`src/rtl/serving_spiflash_pkg.sv`:
```
// Shared types and constants for the SPI flash Wishbone read bridge.
package serving_spiflash_pkg;

    typedef enum logic [2:0] {
        ST_IDLE,
        ST_CMD,
        ST_ADDR,
        ST_DATA,
        ST_ACK,
        ST_CSGAP
    } state_t;

    localparam logic [7:0] READ_CMD  = 8'h03;
    localparam int         CMD_BITS  = 8;
    localparam int         ADDR_BITS = 24;
    localparam int         DATA_BITS = 32;
    localparam int         CSGAP_LEN = 2;

    // Bit-counter values of the last bit in each phase of the 64-bit frame.
    localparam logic [5:0] CMD_LAST  = 6'(CMD_BITS - 1);
    localparam logic [5:0] ADDR_LAST = 6'(CMD_BITS + ADDR_BITS - 1);
    localparam logic [5:0] DATA_LAST = 6'(CMD_BITS + ADDR_BITS + DATA_BITS - 1);

    // Flash streams bytes in ascending address order; the first byte
    // received belongs in the least significant lane of the bus word.
    function automatic logic [31:0] byte_swap(input logic [31:0] w);
        return {w[7:0], w[15:8], w[23:16], w[31:24]};
    endfunction

endpackage

```
`src/rtl/serving_spiflash.sv`:
```
// Wishbone-classic read-only slave fetching 32-bit words from SPI NOR flash.
//
// Handshake: a request is i_wb_stb held high until o_wb_ack pulses for one
// cycle; reads start a READ (0x03) SPI frame, writes are acknowledged the
// next cycle and discarded. While o_wb_ack is high the held strobe is not
// taken as a new request.
module serving_spiflash
    import serving_spiflash_pkg::*;
#(
    parameter int             AW         = 24,
    parameter logic [AW-1:0]  FLASH_BASE = AW'(24'h100000)
) (
    input  logic        i_clk,
    input  logic        i_rst,
    input  logic [31:0] i_wb_adr,
    input  logic [31:0] i_wb_dat,
    input  logic [3:0]  i_wb_sel,
    input  logic        i_wb_we,
    input  logic        i_wb_stb,
    output logic [31:0] o_wb_rdt,
    output logic        o_wb_ack,
    output logic        o_spi_sck,
    output logic        o_spi_cs_n,
    output logic        o_spi_mosi,
    input  logic        i_spi_miso
);

    state_t      r_state, w_state;
    logic [5:0]  r_cnt,   w_cnt;
    logic [1:0]  r_gap,   w_gap;
    logic [31:0] r_sr,    w_sr;
    logic        r_sck,   w_sck;
    logic        r_cs_n,  w_cs_n;
    logic        r_mosi,  w_mosi;
    logic        r_ack,   w_ack;
    logic [31:0] r_rdt,   w_rdt;

    logic [AW-1:0] w_flash_adr;
    logic [23:0]   w_tx_adr;
    logic          w_unused_bits;

    // Word-aligned bus address shifted into the flash window, wrapping at 2^AW.
    assign w_flash_adr   = FLASH_BASE + {i_wb_adr[AW-1:2], 2'b00};
    assign w_tx_adr      = 24'(w_flash_adr);
    assign w_unused_bits = ^{i_wb_dat, i_wb_sel, i_wb_adr[31:AW], i_wb_adr[1:0]};

    // Next-state and datapath: each SPI bit is one low and one high sck phase;
    // MOSI moves on the falling edge, MISO is captured on the rising edge.
    always_comb begin
        w_state = r_state;
        w_cnt   = r_cnt;
        w_gap   = r_gap;
        w_sr    = r_sr;
        w_sck   = r_sck;
        w_cs_n  = r_cs_n;
        w_mosi  = r_mosi;
        w_ack   = 1'b0;
        w_rdt   = r_rdt;
        case (r_state)
            ST_IDLE: begin
                if (i_wb_stb && !r_ack) begin
                    if (i_wb_we) begin
                        w_ack = 1'b1;
                    end else begin
                        w_state = ST_CMD;
                        w_cs_n  = 1'b0;
                        w_sck   = 1'b0;
                        w_cnt   = 6'd0;
                        w_mosi  = READ_CMD[7];
                        w_sr    = {READ_CMD[6:0], w_tx_adr, 1'b0};
                    end
                end
            end
            ST_CMD, ST_ADDR, ST_DATA: begin
                if (!r_sck) begin
                    w_sck = 1'b1;
                    if (r_state == ST_DATA) begin
                        w_sr = {r_sr[30:0], i_spi_miso};
                    end
                end else begin
                    w_sck = 1'b0;
                    w_cnt = r_cnt + 6'd1;
                    if (r_state != ST_DATA) begin
                        w_mosi = r_sr[31];
                        w_sr   = {r_sr[30:0], 1'b0};
                    end
                    if (r_cnt == CMD_LAST) begin
                        w_state = ST_ADDR;
                    end
                    if (r_cnt == ADDR_LAST) begin
                        w_state = ST_DATA;
                        w_mosi  = 1'b0;
                    end
                    if (r_cnt == DATA_LAST) begin
                        w_state = ST_ACK;
                    end
                end
            end
            ST_ACK: begin
                w_ack   = 1'b1;
                w_cs_n  = 1'b1;
                w_rdt   = byte_swap(r_sr);
                w_gap   = 2'd0;
                w_state = ST_CSGAP;
            end
            ST_CSGAP: begin
                if (r_gap == 2'(CSGAP_LEN - 1)) begin
                    w_state = ST_IDLE;
                end else begin
                    w_gap = r_gap + 2'd1;
                end
            end
            default: begin
                w_state = ST_IDLE;
            end
        endcase
    end

    // State and datapath registers with synchronous reset.
    always_ff @(posedge i_clk) begin
        if (i_rst) begin
            r_state <= ST_IDLE;
            r_cnt   <= 6'd0;
            r_gap   <= 2'd0;
            r_sr    <= 32'd0;
            r_sck   <= 1'b0;
            r_cs_n  <= 1'b1;
            r_mosi  <= 1'b0;
            r_ack   <= 1'b0;
            r_rdt   <= 32'd0;
        end else begin
            r_state <= w_state;
            r_cnt   <= w_cnt;
            r_gap   <= w_gap;
            r_sr    <= w_sr;
            r_sck   <= w_sck;
            r_cs_n  <= w_cs_n;
            r_mosi  <= w_mosi;
            r_ack   <= w_ack;
            r_rdt   <= w_rdt;
        end
    end

    assign o_wb_rdt   = r_rdt;
    assign o_wb_ack   = r_ack;
    assign o_spi_sck  = r_sck;
    assign o_spi_cs_n = r_cs_n;
    assign o_spi_mosi = r_mosi;

endmodule

```
`config.mk`:
```
export PLATFORM = sky130hd
export DESIGN_NAME = serving_spiflash
export DESIGN_NICKNAME = d
export VERILOG_FILES = /design/src/rtl/serving_spiflash_pkg.sv /design/src/rtl/serving_spiflash.sv
export SDC_FILE = /design/constraint.sdc
export NUM_CORES = 1
export LEC_CHECK = 0
export CAP_MARGIN = 15
export CORE_UTILIZATION = 45
export CTS_CLUSTER_SIZE = 25
export DETAILED_ROUTE_END_ITERATION = 10
export GPL_ROUTABILITY_DRIVEN = 0
export GPL_TIMING_DRIVEN = 0
export PLACE_DENSITY = 0.84
export SLEW_MARGIN = 20
export SYNTH_ARGS = -nofsm -noshare
export SYNTH_HDL_FRONTEND = slang
export SYNTH_SLANG_ARGS = --single-unit
```
`constraint.sdc`:
```
create_clock -name i_clk -period 2.28 [get_ports i_clk]
set_clock_uncertainty 0.1 [all_clocks]
set_input_delay 0.456 -clock i_clk [delete_from_list [all_inputs] [get_ports i_clk]]
set_output_delay 0.456 -clock i_clk [all_outputs]
set_load 0.01 [all_outputs]
```
Word-level counts from Yosys, hierarchy flattened

Cells that the tools add are included.

Reduce and logical (&&, ||, !) cells: 14
Add/sub/neg operators: 3
Mux-type cells: 32
Equality and inequality tests: 19

Operator list:

| cell                                          | number |
|---|---|
| two-way mux 32 bit                            | 5 |
| one-hot mux 32 bit (2 select lines)           | 1 |
| adder 21 x 24 -> 24 bit, first input constant | 1 |
| two-way mux 3 bit                             | 7 |
| two-way mux 6 bit                             | 3 |
| AND reduction 5 bit                           | 3 |
| one-hot mux 3 bit (4 select lines)            | 1 |
| one-hot mux 6 bit (2 select lines)            | 1 |
| inequality test 2 bit, second input constant  | 5 |
| inequality test 3 bit, second input constant  | 3 |
| two-way mux 1 bit                             | 8 |
| one-hot mux 1 bit (2 select lines)            | 4 |
| adder 6 x 1 -> 6 bit, second input constant   | 1 |
| == test 3 x 2 -> 1 bit, second input constant | 2 |
| == test 3 bit, second input constant          | 2 |
| == test 6 x 3 -> 1 bit, second input constant | 1 |
| == test 6 x 5 -> 1 bit, second input constant | 1 |
| == test 6 bit, second input constant          | 1 |
| AND reduction 3 bit                           | 2 |
| nonzero test 2 bit                            | 3 |
| inequality test 4 bit, second input constant  | 1 |
| one-hot mux 2 bit (2 select lines)            | 1 |
| AND reduction 4 bit                           | 1 |
| == test 3 x 1 -> 1 bit, second input constant | 1 |
| other kinds (9)                               | 9 |

Flip-flop bits (word level): 79
Logic and storage cells: 77
Output and inout bits: 36
Input port bits: 73

Logic depth before layout (Yosys ltp)

Gate-level depths: netlist of run 1.

Depth in word-level cells: 6
Mapped depth: 6

Worst setup path before layout of run 1

OpenSTA, ideal clock, no wires.

Path kind: in2reg
Start point: input i_wb_we
End point: register r_sr[11]
Path slack: 525 ps
Path buffers: 1
Setup time: 91 ps
Stages on the path: 5
Data arrival time: 1564 ps
Path through: or3b_1 > a21oi_4 > buf_4 > a21oi_1 > a311oi_1

Cells in the longest elaborated chain, start to end: 2

RTL lines:

| what                                   | RTL line                | source |
|---|---|---|
| from (decl)                            | serving_spiflash.sv:18  | `input logic i_wb_we,` |
| inequality test 2 bit (no source line) | n/a                     |  |
| AND reduction 5 bit (no source line)   | n/a                     |  |
| to (signal assigned)                   | serving_spiflash.sv:135 | `r_sr <= w_sr;` |
| to (decl)                              | serving_spiflash.sv:31  | `logic [31:0] r_sr, w_sr;` |

Every way passes these cells.
A chain may end at the register's enable or synchronous reset.

Worst setup path in the final report of run 1

Start point: input i_wb_we
End point: register r_sr[12]

Same word-level chain as after synthesis.

==> reports/metrics.yaml, run 1 <==
status: "finished clean"
synth_area_per_cell_um2: 8.05
die_w_um: 88.2
dpl.hpwl_mm: 6.28
synth-async-reset-ratio_pct: 0
cts_resized: 0
slew_viol_final: 0
min_from: "o_wb_rdt[15]"
clk_latency_ns: 0.35
grt_pass1_wl_mm: 14.6
r2r_start: "r_state[0]"
row_count: 31
r2r_end: "o_wb_rdt[23]"
grt_overflow: 0
drive_gt1_share_pct: 5.49
crit_fanout: 10
synth_area_leaders: "dfxtp_1 47%, nand2_1 12%, a21oi_1 11%"
worst_pin_slew_ns: 0.620
wl_mm: 9.22
syn-num-nets: 491
vias: 3315
synth_top_area_share_pct: 47.3
synth.most_common_cell: "nand2_1"
drtPass1Iterations: 7
power_per_cell_area_nw_per_um2: 660
p_total_w: 0.00281
crit_arrival_ns: 2.26
grt_pass1_vias: 2984
synth_edf_count: 0
yosys_warnings: 0
min_period_ns: 2.16
criticalPathCategory: "input port to flip-flop"
synth_commonest_cells: "110 x nand2_1, 79 x dfxtp_1, 76 x a21oi_1, 23 x clkbuf_1, 19 x a311oi_1"
ctsHoldBuffers: 0
htree_levels: 3
core_um2: 7210
cts_setup_buffers: 0
nets: 563
fmax_mhz: 463
ir_worst_vdd_mv: 0.292
die_y_um: 88.2
critPathCaptureType: "flip-flop"
crit_required_ns: 2.38
finalHoldViolCount: 0
rsz0062_at_grt: "false"
grt_max_degree: 13
antenna_found_initial: 0
ys_types: 46
start_util_pct: 46.3
synth_ff_type: "dfxtp_1"
dieArea_um2: 7770
worstHoldEndpoint: "o_wb_rdt[15]"
design_area_um2: 4260
grt_usage_pct: 24.6
r2r_cells: 6
regToRegSetupSlack_ns: 0.20
post_dp_cell_area_um2: 4080
synth_area_leader_cell: "dfxtp_1"
num_antenna_cells: 0
hold_depth: 2
ios: 109
cts_tree: "yes"
cts.reportedPaths.clkPinSlew_ns: 0.08
synth-seq-area-share_pct: 47.3
viasPerCell: 5.61
cts-root-buf: "clkbuf_8"
slew_headroom_pct: 58.2
cp-start-kind: "input port"
p_leak_nw: 1.45
numCtsBuffers: 9
area_growth_pct: 27.5
wl_per_cell_um: 15.6
hold_class: "flip-flop to flip-flop"
maxCapViolCount: 0
ant_nets: 0
drcViolationCount: 0
cts.sinks: 79
min_period_over_period_pct: 94.6
synthCells: 415
cts_buffer_depth: 2
setup_viol: 0
drt_iter0_drc: 305
netlist_area_um2: 3340
io_buffer_count: 61
synth-seq-cells: 79
-- worst max-delay path, stage by stage --
cell             delay, ns
clkdlybuf4s50_1       0.48
nor4b_2               0.39
nor2_1                0.16
nor2_1                0.16
clkbuf_1              0.42
a311oi_1              0.19
-- metrics by stage --
step | hold WS (ns) | utilization (%) | setup WS (ns) | cells | TNS, ns
finish | 0.355 | 59.0 | 0.122 | 591 | 0
detailed placement | 0.346 | 56.5 | -0.186 | 575 | -3.22
global placement | 0.344 | 56.5 | -0.145 | 575 | -2.13
floorplan | 0.332 | - | 0.525 | 415 | 0
CTS | 0.356 | 59.0 | 0.147 | 591 | 0
global route | 0.373 | 59.0 | 0.0227 | 591 | 0
-- cell usage in the layout, fill, tap and decap left out, types with 2 or more instances in the layout --
cell and instances:
mux2i_1 2, o21ai_0 6, clkdlybuf4s50_1 61, inv_1 5, nor2_1 11, ha_1 3
o2111ai_1 2, a21oi_1 76, xor2_1 3, buf_2 6, o31ai_1 2, nand3_1 13
nand2_1 110, xnor2_1 2, buf_4 2, and2_1 3, clkbuf_1 26, nor4_1 2
o21ai_1 11, clkbuf_8 9, nor3_1 7, or3_1 3, dfxtp_1 79, a311oi_1 19
nand4_1 2
-- cells by family (layout without fill, tap and decap cells) --
family / count (synthesis) / in the layout / synth area share, %
flip-flops: 79 / 79 / 47.3
AND/OR/NAND/NOR: 160 / 160 / 21.0
adder cells (fa/ha/maj): 3 / 3 / 1.12
AO/OA/AOI/OAI: 126 / 126 / 23.0
multiplexers: 4 / 4 / 1.27
buffers and inverters: 38 / 115 / 4.94
XOR/XNOR: 5 / 5 / 1.31
-- how the worst max path moves through the flow --
| stage | endpoint | slack [ns] | from |
|---|---|---|---|
| floorplan | r_sr[11] | 0.52 | i_wb_we |
| global placement | r_sr[12] | -0.15 | i_wb_we |
| detailed placement | r_sr[12] | -0.19 | i_wb_we |
| CTS | r_sr[12] | 0.15 | i_wb_we |
| global route | r_sr[12] | 0.02 | i_wb_we |
| finish | r_sr[12] | 0.12 | i_wb_we |
-- layer usage --
metal | up-vias | wire length (um) | part of all wire (%) | global-route usage [%]
met2 | 133 | 4320 | 47 | 39.0
met1 | 1561 | 4110 | 45 | 33.4
met5 | - | 0 | 0 | 0
met4 | 0 | 202 | 2.2 | 9.38
li1 | 1600 | - | - | -
met3 | 21 | 590 | 6.4 | 4.34
-- layout make-up --
| type | instances | area (um^2) |
|---|---|---|
| clock inverters | 3 | 43.8 |
| multi-input cells | 298 | 1590 |
| flip-flops and latches | 79 | 1580 |
| well taps | 99 | 124 |
| inverters | 5 | 18.8 |
| clock buffers | 13 | 139 |
| plain buffers | 33 | 148 |
| fillers | 661 | 2960 |
| repair buffers | 61 | 611 |
-- flip-flops by register name, summed over array words and instances, names as in the netlist --
signal / cells
o_wb_rdt: 32
r_sr: 32
o_wb_ack: 1
r_cnt: 6
r_state: 3
o_spi_mosi: 1
r_gap: 2
o_spi_cs_n: 1
o_spi_sck: 1
-- power by group --
group	total, W	internal, W	switching, W
Combinational	0.000330	0.000135	0.000195
Clock	0.00101	0.000509	0.000498
Sequential	0.00148	0.00143	0.0000435
Total	0.00281	0.00208	0.000737
No activity file was read; power rests on OpenSTA's default activity.
==> inputs of run 2 (changes only) <==
ABC_AREA = 1   (was default)
CTS_BUF_LIST = sky130_fd_sc_hd__clkbuf_8   (was default)
PLACE_DENSITY = 0.82   (was 0.84)
==> run 2 against run 1 <==
Net effect:
- highest routed layer unchanged
- synthesized cell count grew 27%
- register-to-register slack gained 0.27 ns
- setup slack gained 0.048 ns
- via count grew 7.6%
- flip-flop and latch count is the same
- utilization increased by 0.58 points
- first-iteration DRC count fell by 12%
- worst hold slack improved by 0.018 ns
- clock power rose by 35%
- area after synthesis is 8.4% higher
- non-clock buffer count fell by 4
==> reports/metrics.yaml, run 2 <==
ir_worst_vdd_mv: 0.648  # +120%
synth_edf_count: 0  # unchanged
post_layout_nonfiller_instances: 706  # +19%
synth_area_per_cell_um2: 6.89  # -14%
cts_setup_buffers: 0  # unchanged
area_growth_pct: 27.8
netlist_area_um2: 3620  # +8.4%
dieArea_um2: 8410  # +8.2%
dpl.hpwl_mm: 6.68  # +6.4%
grt_overflow: 0  # unchanged
nets: 675  # +20%
p_leak_nw: 2.09  # +45%
drive_gt1_share_pct: 8.61  # +3.1 points
placed_cells: 690  # +20%
synth_area_leaders: "dfxtp_1 44%, nand2_1 15%, nor2_1 12%"
die_w_um: 91.7  # +4.0%
core_um2: 7770  # +7.7%
numCtsBuffers: 9  # unchanged
crit_required_ns: 2.47  # +0.09 ns
fmax_mhz: 474  # +2.3%
synth-seq-area-share_pct: 43.7  # -3.7 points
worst_pin_slew_ns: 0.563  # -0.0573 ns
syn-num-nets: 602  # +23%
cts_resized: 0  # unchanged
post_dp_cell_area_um2: 4370  # +7.2%
layout_commonest_cell: "nand2_1"
htree_levels: 3  # unchanged
power_per_cell_area_nw_per_um2: 1500  # +130%
ctsHoldBuffers: 0  # unchanged
row_count: 32  # +3.2%
min_period_ns: 2.11  # -0.0480 ns
wl_per_cell_um: 13.3  # -15%
slew_viol_final: 0  # unchanged
wl_mm: 9.42  # +2.1%
clk_latency_ns: 0.36  # about the same
place_ws_ns: -0.154  # +0.0318 ns
cp-start-kind: "input port"
drt_iter0_drc: 268  # -12%
antenna_found_initial: 0  # unchanged
drtPass1Iterations: 5  # -2
synth-async-reset-ratio_pct: 0  # unchanged
layout_common_cells: "143 x nand2_1, 118 x nor2_1, 79 x dfxtp_1, 62 x clkdlybuf4s50_1, 41 x o21ai_0"
grt_usage_pct: 23.6  # -0.98 points
die_y_um: 91.7  # +4.0%
setup_ws_ns: 0.170  # +0.0480 ns
cts.sinks: 79  # unchanged
synth_area_leader_cell: "dfxtp_1"
crit_arrival_ns: 2.30  # +0.04 ns
cts.reportedPaths.clkPinSlew_ns: 0.08  # about the same
critPathCaptureType: "flip-flop"
start_util_pct: 46.6  # +0.33 points
finalHoldViolCount: 0  # unchanged
grt_max_degree: 14  # +1
design_area_um2: 4630  # +8.7%
num_antenna_cells: 0  # unchanged
synth.most_common_cell: "nand2_1"
min_period_over_period_pct: 92.5  # -2.1 points
synth_commonest_cells: "143 x nand2_1, 118 x nor2_1, 79 x dfxtp_1, 41 x o21ai_0, 27 x nand3_1"
rsz0062_at_grt: "false"
synth_top_area_share_pct: 43.7  # -3.7 points
crit_fanout: 10  # unchanged
slew_headroom_pct: 62.5  # +4.3 points
hold_class: "flip-flop to flip-flop"
synthCells: 526  # +27%
cts_tree: "yes"
vias: 3567  # +7.6%
io_buffer_count: 62  # +1.6%
ys_types: 27  # -41%
grt_pass1_wl_mm: 15.9  # +8.8%
status: "finished clean"
cts_buffer_depth: 2  # unchanged
maxCapViolCount: 0  # unchanged
ant_nets: 0  # unchanged
grt_pass1_vias: 3517  # +18%
synth_ff_type: "dfxtp_1"
setup_viol: 0  # unchanged
synth-seq-cells: 79  # unchanged
viasPerCell: 5.05  # -9.9%
criticalPathCategory: "input port to flip-flop"
cts-root-buf: "clkbuf_8"
yosys_warnings: 0  # unchanged
ios: 109  # unchanged
drcViolationCount: 0  # unchanged
timing.hold.ws_ns: 0.373  # +0.0184 ns
-- run 2: cell count changes after synthesis, moves of 4 or more --
| cell | previous run | this run |
|---|---|---|
| a21oi_1 | 76 | 15 |
| a311oi_1 | 19 | 0 |
| buf_6 | 1 | 5 |
| clkbuf_1 | 23 | 12 |
| inv_1 | 5 | 24 |
| nand2_1 | 110 | 143 |
| nand3_1 | 13 | 27 |
| nand3b_1 | 0 | 20 |
| nor2_1 | 11 | 118 |
| nor2_2 | 0 | 10 |
| nor3_1 | 7 | 0 |
| o21ai_0 | 6 | 41 |
| o21ai_1 | 11 | 0 |
-- run 2: area by class of cell --
cell class                      count  area, um^2
Sequential cell                    79        1580
Fill cell                         700        3140
Clock buffer                        9         124
Buffer                             28         161
Timing Repair Buffer               62         621
Tap cell                          102         128
Inverter                           27         106
Clock inverter                      7         136
Multi-Input combinational cell    392        1770
-- run 2: through the flow --
| step | utilization, % | power, W | TNS [ns] |
|---|---|---|---|
| 2_1_floorplan | - | 0.00446 | 0 |
| 3_3_place_gp | 56.3 | 0.00542 | -0.676 |
| 3_5_place_dp | 56.3 | 0.00553 | -1.26 |
| 4_1_cts | 59.6 | 0.00690 | 0 |
| 5_1_grt | 59.6 | 0.00746 | 0 |
| 6_report | 59.6 | 0.00692 | 0 |
-- run 2: report_power, final --
| part | internal, W | switching [W] |
|---|---|---|
| Combinational | 0.00133 | 0.00212 |
| Clock | 0.000832 | 0.000527 |
| Sequential | 0.00182 | 0.000294 |
-- run 2: worst paths after layout --
kind              startpoint           end  slack [ns]  cells after the start
setup / recovery       i_rst       r_sr[3]        0.17                      6
hold / removal    o_spi_cs_n    o_spi_cs_n        0.37                      2
hold reg to reg   o_spi_cs_n    o_spi_cs_n        0.37                      2
setup reg to reg  r_state[2]  o_wb_rdt[23]        0.47                      7
-- run 2: cells by family (layout without fill, tap and decap cells) --
| group | after synthesis | in the layout | synth area share [%] |
|---|---|---|---|
| DFF | 79 | 79 | 43.7 |
| xor gates and xnor gates | 2 | 2 | 0.484 |
| buffers and inverters | 55 | 133 | 7.39 |
| AOI/OAI and AO/OA | 60 | 60 | 8.53 |
| and+or+nand+nor | 327 | 327 | 38.9 |
| adders and majority gates | 3 | 3 | 1.04 |
-- run 2: critical path, cell delays in order --
cell and delay (ns):
clkdlybuf4s50_1 0.50, inv_1 0.18, clkbuf_1 0.42, clkbuf_1 0.49
nand2_1 0.14, nor2_1 0.11
-- run 2: layer usage --
metal | track usage [%] | routed length (um) | up-vias
li1 | - | - | 1799
met1 | 29.7 | 4170 | 1604
met2 | 39.8 | 4400 | 139
met3 | 3.98 | 619 | 25
met4 | 10.4 | 229 | 0
met5 | 0 | 0 | -
